<file path="config.mk">
export PLATFORM = sky130hd
export DESIGN_NAME = wrt_arb_ctrl
export DESIGN_NICKNAME = d
export VERILOG_FILES = /design/src/rtl/wrt_arb_ctrl_pkg.sv /design/src/rtl/wrt_arb_ctrl_rr_arbiter.sv /design/src/rtl/wrt_arb_ctrl.sv
export SDC_FILE = /design/constraint.sdc
export NUM_CORES = 1
export LEC_CHECK = 0
export ABC_CLOCK_PERIOD_IN_PS = 1600
export BUFFER_PORTS_ARGS = -buffer_cell sky130_fd_sc_hd__buf_2
export CORE_UTILIZATION = 38
export CTS_CLUSTER_SIZE = 30
export DETAILED_ROUTE_END_ITERATION = 12
export PLACE_DENSITY = 0.76
export SLEW_MARGIN = 15
export SYNTH_ARGS = -nofsm -noshare
export SYNTH_HDL_FRONTEND = slang
export SYNTH_SLANG_ARGS = --single-unit
</file>
<file path="constraint.sdc">
create_clock -name wrt_clk -period 1.6 [get_ports wrt_clk]
set_input_delay 0.16 -clock wrt_clk [delete_from_list [all_inputs] [get_ports wrt_clk]]
set_output_delay 0.16 -clock wrt_clk [all_outputs]
set_load 0.02 [all_outputs]
</file>
<file path="src/rtl/wrt_arb_ctrl_pkg.sv">
// Shared async-FIFO definitions: default geometry and Gray/binary pointer conversions
// used by both the write- and read-domain controllers.
package wrt_arb_ctrl_pkg;

  localparam int unsigned DEF_ADDR_SIZE = 4;
  localparam int unsigned DEF_DATA_SIZE = 8;
  localparam int unsigned PTR_MAX_W     = 32;

  function automatic logic [PTR_MAX_W-1:0] bin2gray(input logic [PTR_MAX_W-1:0] b);
    return b ^ (b >> 1);
  endfunction

  function automatic logic [PTR_MAX_W-1:0] gray2bin(input logic [PTR_MAX_W-1:0] g);
    logic [PTR_MAX_W-1:0] b;
    b[PTR_MAX_W-1] = g[PTR_MAX_W-1];
    for (int i = PTR_MAX_W - 2; i >= 0; i--) begin
      b[i] = b[i+1] ^ g[i];
    end
    return b;
  endfunction

endpackage

</file>
<file path="src/rtl/wrt_arb_ctrl_rr_arbiter.sv">
// Round-robin arbiter: combinational one-hot grant, priority rotates past the last
// requester that actually completed a transfer (advance=1).
module wrt_arb_ctrl_rr_arbiter #(
  parameter int unsigned NUM_REQ = 2
) (
  input  logic               clk,
  input  logic               rst_n,
  input  logic [NUM_REQ-1:0] req,
  input  logic               advance,
  output logic [NUM_REQ-1:0] gnt
);

  localparam int unsigned IDX_W = (NUM_REQ > 1) ? $clog2(NUM_REQ) : 1;

  logic [IDX_W-1:0] last_q, last_d;
  logic [IDX_W-1:0] gnt_idx;
  logic [IDX_W:0]   cand;
  logic             found;

  // Search starts one past the last winner and wraps around all requesters
  always_comb begin
    gnt     = '0;
    gnt_idx = last_q;
    found   = 1'b0;
    cand    = '0;
    for (int unsigned k = 1; k <= NUM_REQ; k++) begin
      cand = {1'b0, last_q} + (IDX_W+1)'(k);
      if (cand >= (IDX_W+1)'(NUM_REQ)) begin
        cand = cand - (IDX_W+1)'(NUM_REQ);
      end
      if (!found && req[cand[IDX_W-1:0]]) begin
        found                = 1'b1;
        gnt[cand[IDX_W-1:0]] = 1'b1;
        gnt_idx              = cand[IDX_W-1:0];
      end
    end
    last_d = advance ? gnt_idx : last_q;
  end

  // Reset to the highest index so requester 0 has first priority
  always_ff @(posedge clk or negedge rst_n) begin
    if (!rst_n) begin
      last_q <= IDX_W'(NUM_REQ - 1);
    end else begin
      last_q <= last_d;
    end
  end

endmodule

</file>
<file path="src/rtl/wrt_arb_ctrl.sv">
// Async-FIFO write-domain controller: arbitrates requesters onto the write port, owns the
// binary/Gray write pointer and full flag. Optional almost-full flag under WRT_ALMOST_FULL_EN.
module wrt_arb_ctrl
  import wrt_arb_ctrl_pkg::*;
#(
  parameter int unsigned ADDR_SIZE = DEF_ADDR_SIZE,
  parameter int unsigned DATA_SIZE = DEF_DATA_SIZE,
  parameter int unsigned NUM_REQ   = 2,
  parameter int unsigned AF_LEVEL  = 2
) (
  input  logic                           wrt_clk,
  input  logic                           wrt_rst_n,
  input  logic [NUM_REQ-1:0]             req,
  input  logic [NUM_REQ*DATA_SIZE-1:0]   req_data,
  output logic [NUM_REQ-1:0]             gnt,
  input  logic [ADDR_SIZE:0]             sync_rd_ptr,
  output logic                           wrt_en,
  output logic [ADDR_SIZE-1:0]           wrt_addr,
  output logic [DATA_SIZE-1:0]           wrt_data,
  output logic [ADDR_SIZE:0]             wrt_ptr,
  output logic                           wrt_full
`ifdef WRT_ALMOST_FULL_EN
  ,
  output logic                           wrt_afull
`endif
);

  localparam int unsigned PTR_W = ADDR_SIZE + 1;
  localparam int unsigned DEPTH = 2 ** ADDR_SIZE;

  logic [NUM_REQ-1:0] arb_gnt;
  logic [PTR_W-1:0]   wbin_q, wbin_d;
  logic [PTR_W-1:0]   wrt_ptr_q, wrt_ptr_d;
  logic               full_q, full_d;
  logic [PTR_W-1:0]   full_cmp;

  wrt_arb_ctrl_rr_arbiter #(
    .NUM_REQ (NUM_REQ)
  ) u_rr_arbiter (
    .clk     (wrt_clk),
    .rst_n   (wrt_rst_n),
    .req     (req),
    .advance (wrt_en),
    .gnt     (arb_gnt)
  );

  // Grant is suppressed while full and while reset is held
  always_comb begin
    gnt      = (wrt_rst_n && !full_q) ? arb_gnt : '0;
    wrt_data = '0;
    for (int i = 0; i < int'(NUM_REQ); i++) begin
      if (gnt[i]) begin
        wrt_data = req_data[i*DATA_SIZE +: DATA_SIZE];
      end
    end
  end

  assign wrt_en   = |gnt;
  assign wrt_addr = wbin_q[ADDR_SIZE-1:0];
  assign wrt_ptr  = wrt_ptr_q;
  assign wrt_full = full_q;

  // Full compares the next Gray pointer with the read pointer, top two bits inverted
  always_comb begin
    wbin_d    = wrt_en ? (wbin_q + PTR_W'(1)) : wbin_q;
    wrt_ptr_d = PTR_W'(bin2gray(PTR_MAX_W'(wbin_d)));
    full_cmp  = {~sync_rd_ptr[ADDR_SIZE:ADDR_SIZE-1], sync_rd_ptr[ADDR_SIZE-2:0]};
    full_d    = (wrt_ptr_d == full_cmp);
  end

  always_ff @(posedge wrt_clk or negedge wrt_rst_n) begin
    if (!wrt_rst_n) begin
      wbin_q    <= '0;
      wrt_ptr_q <= '0;
      full_q    <= 1'b0;
    end else begin
      wbin_q    <= wbin_d;
      wrt_ptr_q <= wrt_ptr_d;
      full_q    <= full_d;
    end
  end

`ifdef WRT_ALMOST_FULL_EN
  logic [PTR_W-1:0] rbin;
  logic [PTR_W-1:0] used;
  logic [PTR_W-1:0] free_ent;
  logic             afull_q, afull_d;

  always_comb begin
    rbin     = PTR_W'(gray2bin(PTR_MAX_W'(sync_rd_ptr)));
    used     = wbin_d - rbin;
    free_ent = PTR_W'(DEPTH) - used;
    afull_d  = (free_ent <= PTR_W'(AF_LEVEL));
  end

  always_ff @(posedge wrt_clk or negedge wrt_rst_n) begin
    if (!wrt_rst_n) begin
      afull_q <= 1'b0;
    end else begin
      afull_q <= afull_d;
    end
  end

  assign wrt_afull = afull_q;
`endif

endmodule

</file>
==> results.cfg, run 1 <==
[timing]
relSlewSlack_pct = 71.5
timing.hold.ws_ns = 0.171
setup_ws_ns = -0.0971
skew_ns = 0.00211
period_minus_slack_ns = 1.70
rsz0062_at_grt = yes
fmax_mhz = 589
hold_viol = 0
worst_pin_slew_ns = 0.424
fin_crit_sh_pct = 106
final-max-slew-violation-count = 0
tns_ns = -0.495
setup_viol = 9

[final_layout]
fin_cells = 161
layout_commonest_cell = buf_2
antennaDiodeCount = 0
finalNetCount = 161
syn2layout_area_growth_pct = 59.7
layout_common_cells = 40 x buf_2, 11 x buf_4, 9 x xnor2_1
fin_util_pct = 65.2
drive_above_1_share_pct = 64.2

[die]
rows = 16
core_mm2 = 0.00196
pin_count = 46
dieWidth_um = 47.9
start_util_pct = 40.8
dieArea_mm2 = 0.00229
die_y_um = 47.9

[global_route]
grt.overflow.total = 0
gr-usage-all-layers_pct = 21.4
grt_first_pass_wirelength_mm = 3.23
grt_pass1_vias = 741
grt_max_degree = 9
antenna_found_initial = 0

[place]
dp_slack_ns = -0.0362
place_congestion = 0.708
hpwl_mm = 1.63
numPortBuffers = 45
dp.cells = 150

[clocking]
tritoncts = done
cts.sinks = 11
cts_made_buffers = 3
worstSkewPairLatency_ns = 0.28
clk_pin_slew_worst_paths_ns = 0.07
ctsLongestPathBuffers = 2
htree_levels = 1
ctsRootBufferMaster = clkbuf_4

[flow_run]
maxCapViolCount = 0

[logic_synthesis]
synth-compound-area-share_pct = 18.8
post_synth_num_cell_types = 30
synth_top_family_by_area = XOR/XNOR gates
synth_edf_count = 0
synthArstFlopShare_pct = 100
synth.area.mux_share_pct = 3.13
synthXorXnorAreaFrac_pct = 21.4
syn-instance-count = 71
avgSynthCellArea_um2 = 11.3
syn-num-nets = 97
synthesis.area_um2 = 801
synth_fa_ha_area_share_pct = 1.56
ys_seq_elements = 11
synth_ff_type = dfrtp_1
ys_warn_count = 0
synth_seq_area_share_pct = 34.5
yosys.area_share.simple_pct = 18.3

[pwr]
pwr_density_cell_mw_per_mm2 = 2040
worst_ir_drop_vdd_uv = 1530
p_leak_nw = 0.617

[detailed_routing]
drc = 0
routed_wl_mm = 2.29
ant_nets = 0
routedWlPerCell_um = 14.2
drt_first_pass_iters = 4
vias = 816
vias_per_cell = 5.07
drtIter0Drc = 13

[critical_path]
cpMaxStageDelayCell = dfrtp_2
required_ns = 1.44
startpoint_type = register
path_cells = nor2b_4 > nand2_2 > a21oi_4 > a22o_1 > buf_6
end_kind = primary output
critPathArrivalTime_ns = 1.54
path_class = register to primary output
slowest_delay_ns = 0.43
path_max_fanout = 5

[outcome]
status = complete, but fails checks
violations = negative setup slack

[hold_path]
hold_path_class = input pin to register
==> state kept, by name, indices dropped and copies added (netlist names) <==
register             flops
wrt_full                 1
u_rr_arbiter.last_q      1
wbin_q                   5
wrt_ptr                  4
==> report_power, final <==
group,leakage [nW],internal (W),switching (W)
clock network,0.0177,0.0000928,0.000100
logic,0.474,0.000882,0.000964
registers,0.125,0.000444,0.000120
==> layer usage <==
| layer | share of wire [%] | GRT usage [%] | up-vias |
|---|---|---|---|
| li1 | - | - | 389 |
| met1 | 39 | 20.9 | 376 |
| met2 | 53 | 42.2 | 46 |
| met3 | 6.5 | 4.91 | 5 |
| met4 | 1.9 | 8.89 | 0 |
| met5 | 0 | 0 | - |
==> worst max-delay path, delay by kind of cell, from the launching register on <==
kind / cells / cell delay, ns
flops: 1 / 0.43
simple gates: 2 / 0.26
buf+inv: 1 / 0.13
compound gates: 2 / 0.44
==> area by class of cell <==
cell class	count	area, um2
repair buffers	57	349
flip-flops and latches	11	282
multi-input cells	57	568
clock inverters	1	5.00
clock buffers	3	22.5
inverters	5	18.8
well taps	27	33.8
fillers	176	683
==> final timing paths <==
check,from,endpoint,slack (ns),depth (start not counted)
setup / recovery,wrt_full,wrt_data[6],-0.1,5
hold / removal,sync_rd_ptr[4],wrt_full,0.17,3
setup reg to reg,wrt_full,wrt_full,-0.03,5
hold reg to reg,wbin_q[4],wrt_ptr[3],0.55,1
max in group asynchronous,wrt_rst_n,u_rr_arbiter.last_q,0.84,3
min in group asynchronous,wrt_rst_n,wrt_ptr[3],0.32,2
==> synth_stat cells (all sizes together) (2+ instances only) <==
cell type  count  share of area [%]
xor2           6                6.6
dfrtp         10                 31
a21oi          4                3.4
a22o           8                8.8
nor2           3                3.3
nand2          6                2.8
nor4           2                4.2
inv            5                2.3
a31oi          2                3.4
or3            2                1.6
xnor2         10                 12
==> logic make-up (layout without fill, tap and decap cells) <==
group	Yosys count	in the layout
AOI/OAI and AO/OA	16	18
xor gates and xnor gates	17	17
adders and majority gates	1	1
buffers and inverters	5	66
DFF	11	11
muxes	2	2
and+or+nand+nor	19	19
==> timing repair <==
item	4_1_cts	5_1_grt
hold buffers	1	0
pin swaps	6	1
endpoints found under the hold margin	10	0
setup buffers	4	0
resized for setup	16	1
cloned	2	0
setup endpoints to repair	11	11
==> stage by stage <==
stage,area [um2],power (W)
2_1_floorplan,816,0.00176
3_3_place_gp,1130,0.00219
3_5_place_dp,1130,0.00223
4_1_cts,1270,0.00260
5_1_grt,1280,0.00279
6_report,1280,0.00260
Power figures use the tool's default switching activity.
==> run 2: changes to the inputs <==
--- a/config.mk
+++ b/config.mk
@@ -10,6 +10,7 @@
 export CORE_UTILIZATION = 38
 export CTS_CLUSTER_SIZE = 30
 export DETAILED_ROUTE_END_ITERATION = 12
+export GPL_TIMING_DRIVEN = 0
 export PLACE_DENSITY = 0.76
 export SLEW_MARGIN = 15
 export SYNTH_ARGS = -nofsm -noshare
==> results.cfg, run 2 (same netlist as run 1, synthesis figures left out) <==
[pwr]
pwr_density_cell_mw_per_mm2 = 1960
total_power_w = 0.00258
p_leak_nw = 0.631
worst_ir_drop_vdd_uv = 1440

[final_layout]
syn2layout_area_growth_pct = 63.9
n_fill_cell = 162
largest-register = wbin_q
layout_common_cells = 37 x buf_2, 16 x buf_4, 8 x a22o_1, 8 x xnor2_1
drive_above_1_share_pct = 64.2
fin_cells = 161
antennaDiodeCount = 0
finalNetCount = 161
largest_reg_flops = 5
layout_commonest_cell = buf_2

[critical_path]
path_cells = nor2b_4 > nand2_2 > a21oi_4 > a22o_1 > buf_4
required_ns = 1.44
path_class = register to primary output
end_kind = primary output
cpMaxStageDelayCell = dfrtp_2
path_max_fanout = 5
startpoint_type = register
critPathArrivalTime_ns = 1.52
slowest_delay_ns = 0.44

[global_route]
grt_max_degree = 11
grt_pass1_vias = 658
use_met2_pct = 34.9
top_usage_layer = met2
gr-usage-all-layers_pct = 18.3
grt_first_pass_wirelength_mm = 2.80
grt.overflow.total = 0
use_met3_pct = 4.53
met1_usage_pct = 19.7
antenna_found_initial = 0

[place]
dp.cells = 143
place_congestion = 0.741
numPortBuffers = 45
hpwl_mm = 1.45

[detailed_routing]
drtIter0Drc = 7
drt_first_pass_iters = 3
routedWlPerCell_um = 13.2
drc = 0
ant_nets = 0
routed_wl_mm = 2.13
vias = 791
vias_per_cell = 4.91

[timing]
relSlewSlack_pct = 68.7
skew_ns = 0.00184
final-max-slew-violation-count = 0
period_minus_slack_ns = 1.68
setup_ws_ns = -0.0789
hold_viol = 0
fin_crit_sh_pct = 105
rsz0062_at_grt = yes
setup_viol = 10
timing.hold.ws_ns = 0.166
fmax_mhz = 596
worst_pin_slew_ns = 0.467

[die]
core_mm2 = 0.00196
rows = 16
dieWidth_um = 47.9
pin_count = 46
start_util_pct = 40.8
dieArea_mm2 = 0.00229
die_y_um = 47.9

[clocking]
clk_pin_slew_worst_paths_ns = 0.08
worstSkewPairLatency_ns = 0.27
htree_levels = 1
ctsRootBufferMaster = clkbuf_4
tritoncts = done
cts_made_buffers = 3
ctsLongestPathBuffers = 2
cts.sinks = 11

[outcome]
violations = negative setup slack
status = complete, but fails checks

[hold_path]
hold_path_class = input pin to register

[flow_run]
maxCapViolCount = 0
-- run 2: critical path: cells and delay by family, from the launching register on --
| family | cells | cell delay [ns] |
|---|---|---|
| flops | 1 | 0.44 |
| buf+inv | 1 | 0.14 |
| simple gates | 2 | 0.29 |
| compound gates | 2 | 0.38 |
-- run 2: worst paths after layout --
kind / start / end / slack [ns] / cells past startpoint
setup / recovery: wrt_full / wrt_data[7] / -0.08 / 5
max in group asynchronous: wrt_rst_n / wbin_q[2] / 0.80 / 2
min in group asynchronous: wrt_rst_n / wbin_q[0] / 0.45 / 2
setup reg to reg: wrt_full / wrt_full / -0.03 / 5
hold reg to reg: wbin_q[4] / wrt_ptr[3] / 0.54 / 1
hold / removal: sync_rd_ptr[4] / wrt_full / 0.17 / 3
-- run 2: layer usage --
layer / vias to the layer above / part of all wire [%]
met5: - / 0
met4: 0 / 0.28
li1: 380 / -
met3: 2 / 6.2
met1: 368 / 40
met2: 41 / 53
-- run 2: cell type report --
class,instances,area [um2],area share (%)
tap,27,33.8,2.57
timing repair buffer,57,357,27.2
inverter,5,18.8,1.43
multi-input combinational,57,594,45.3
clock buffer,3,22.5,1.72
sequential,11,282,21.4
clock inverter,1,5.00,0.381
-- run 2: what timing repair did --
| action | 4_1_cts | 5_1_grt |
|---|---|---|
| hold endpoints to repair | 10 | 0 |
| pin swaps | 4 | 5 |
| resized for setup | 14 | 6 |
| hold buffers | 2 | 0 |
| gates cloned | 2 | 0 |
| buffers inserted | 4 | 6 |
| endpoints found under the setup margin | 11 | 12 |
-- run 2: through the flow --
step / setup TNS, ns / cell area [um2] / util [%] / setup slack [ns]
2_1_floorplan: -0.00883 / 816 / - / -0.00883
5_1_grt: -0.959 / 1310 / 66.9 / -0.143
6_report: -0.397 / 1310 / 66.9 / -0.0789
3_3_place_gp: -0.105 / 1070 / 54.8 / -0.0360
4_1_cts: -0.303 / 1240 / 63.3 / -0.0688
3_5_place_dp: -0.684 / 1070 / 54.8 / -0.103
-- run 2: report_power, final --
group          total [W]  switching (W)  internal, W
clock           0.000194       0.000101    0.0000924
sequential      0.000602       0.000159     0.000444
combinational    0.00178       0.000919     0.000860
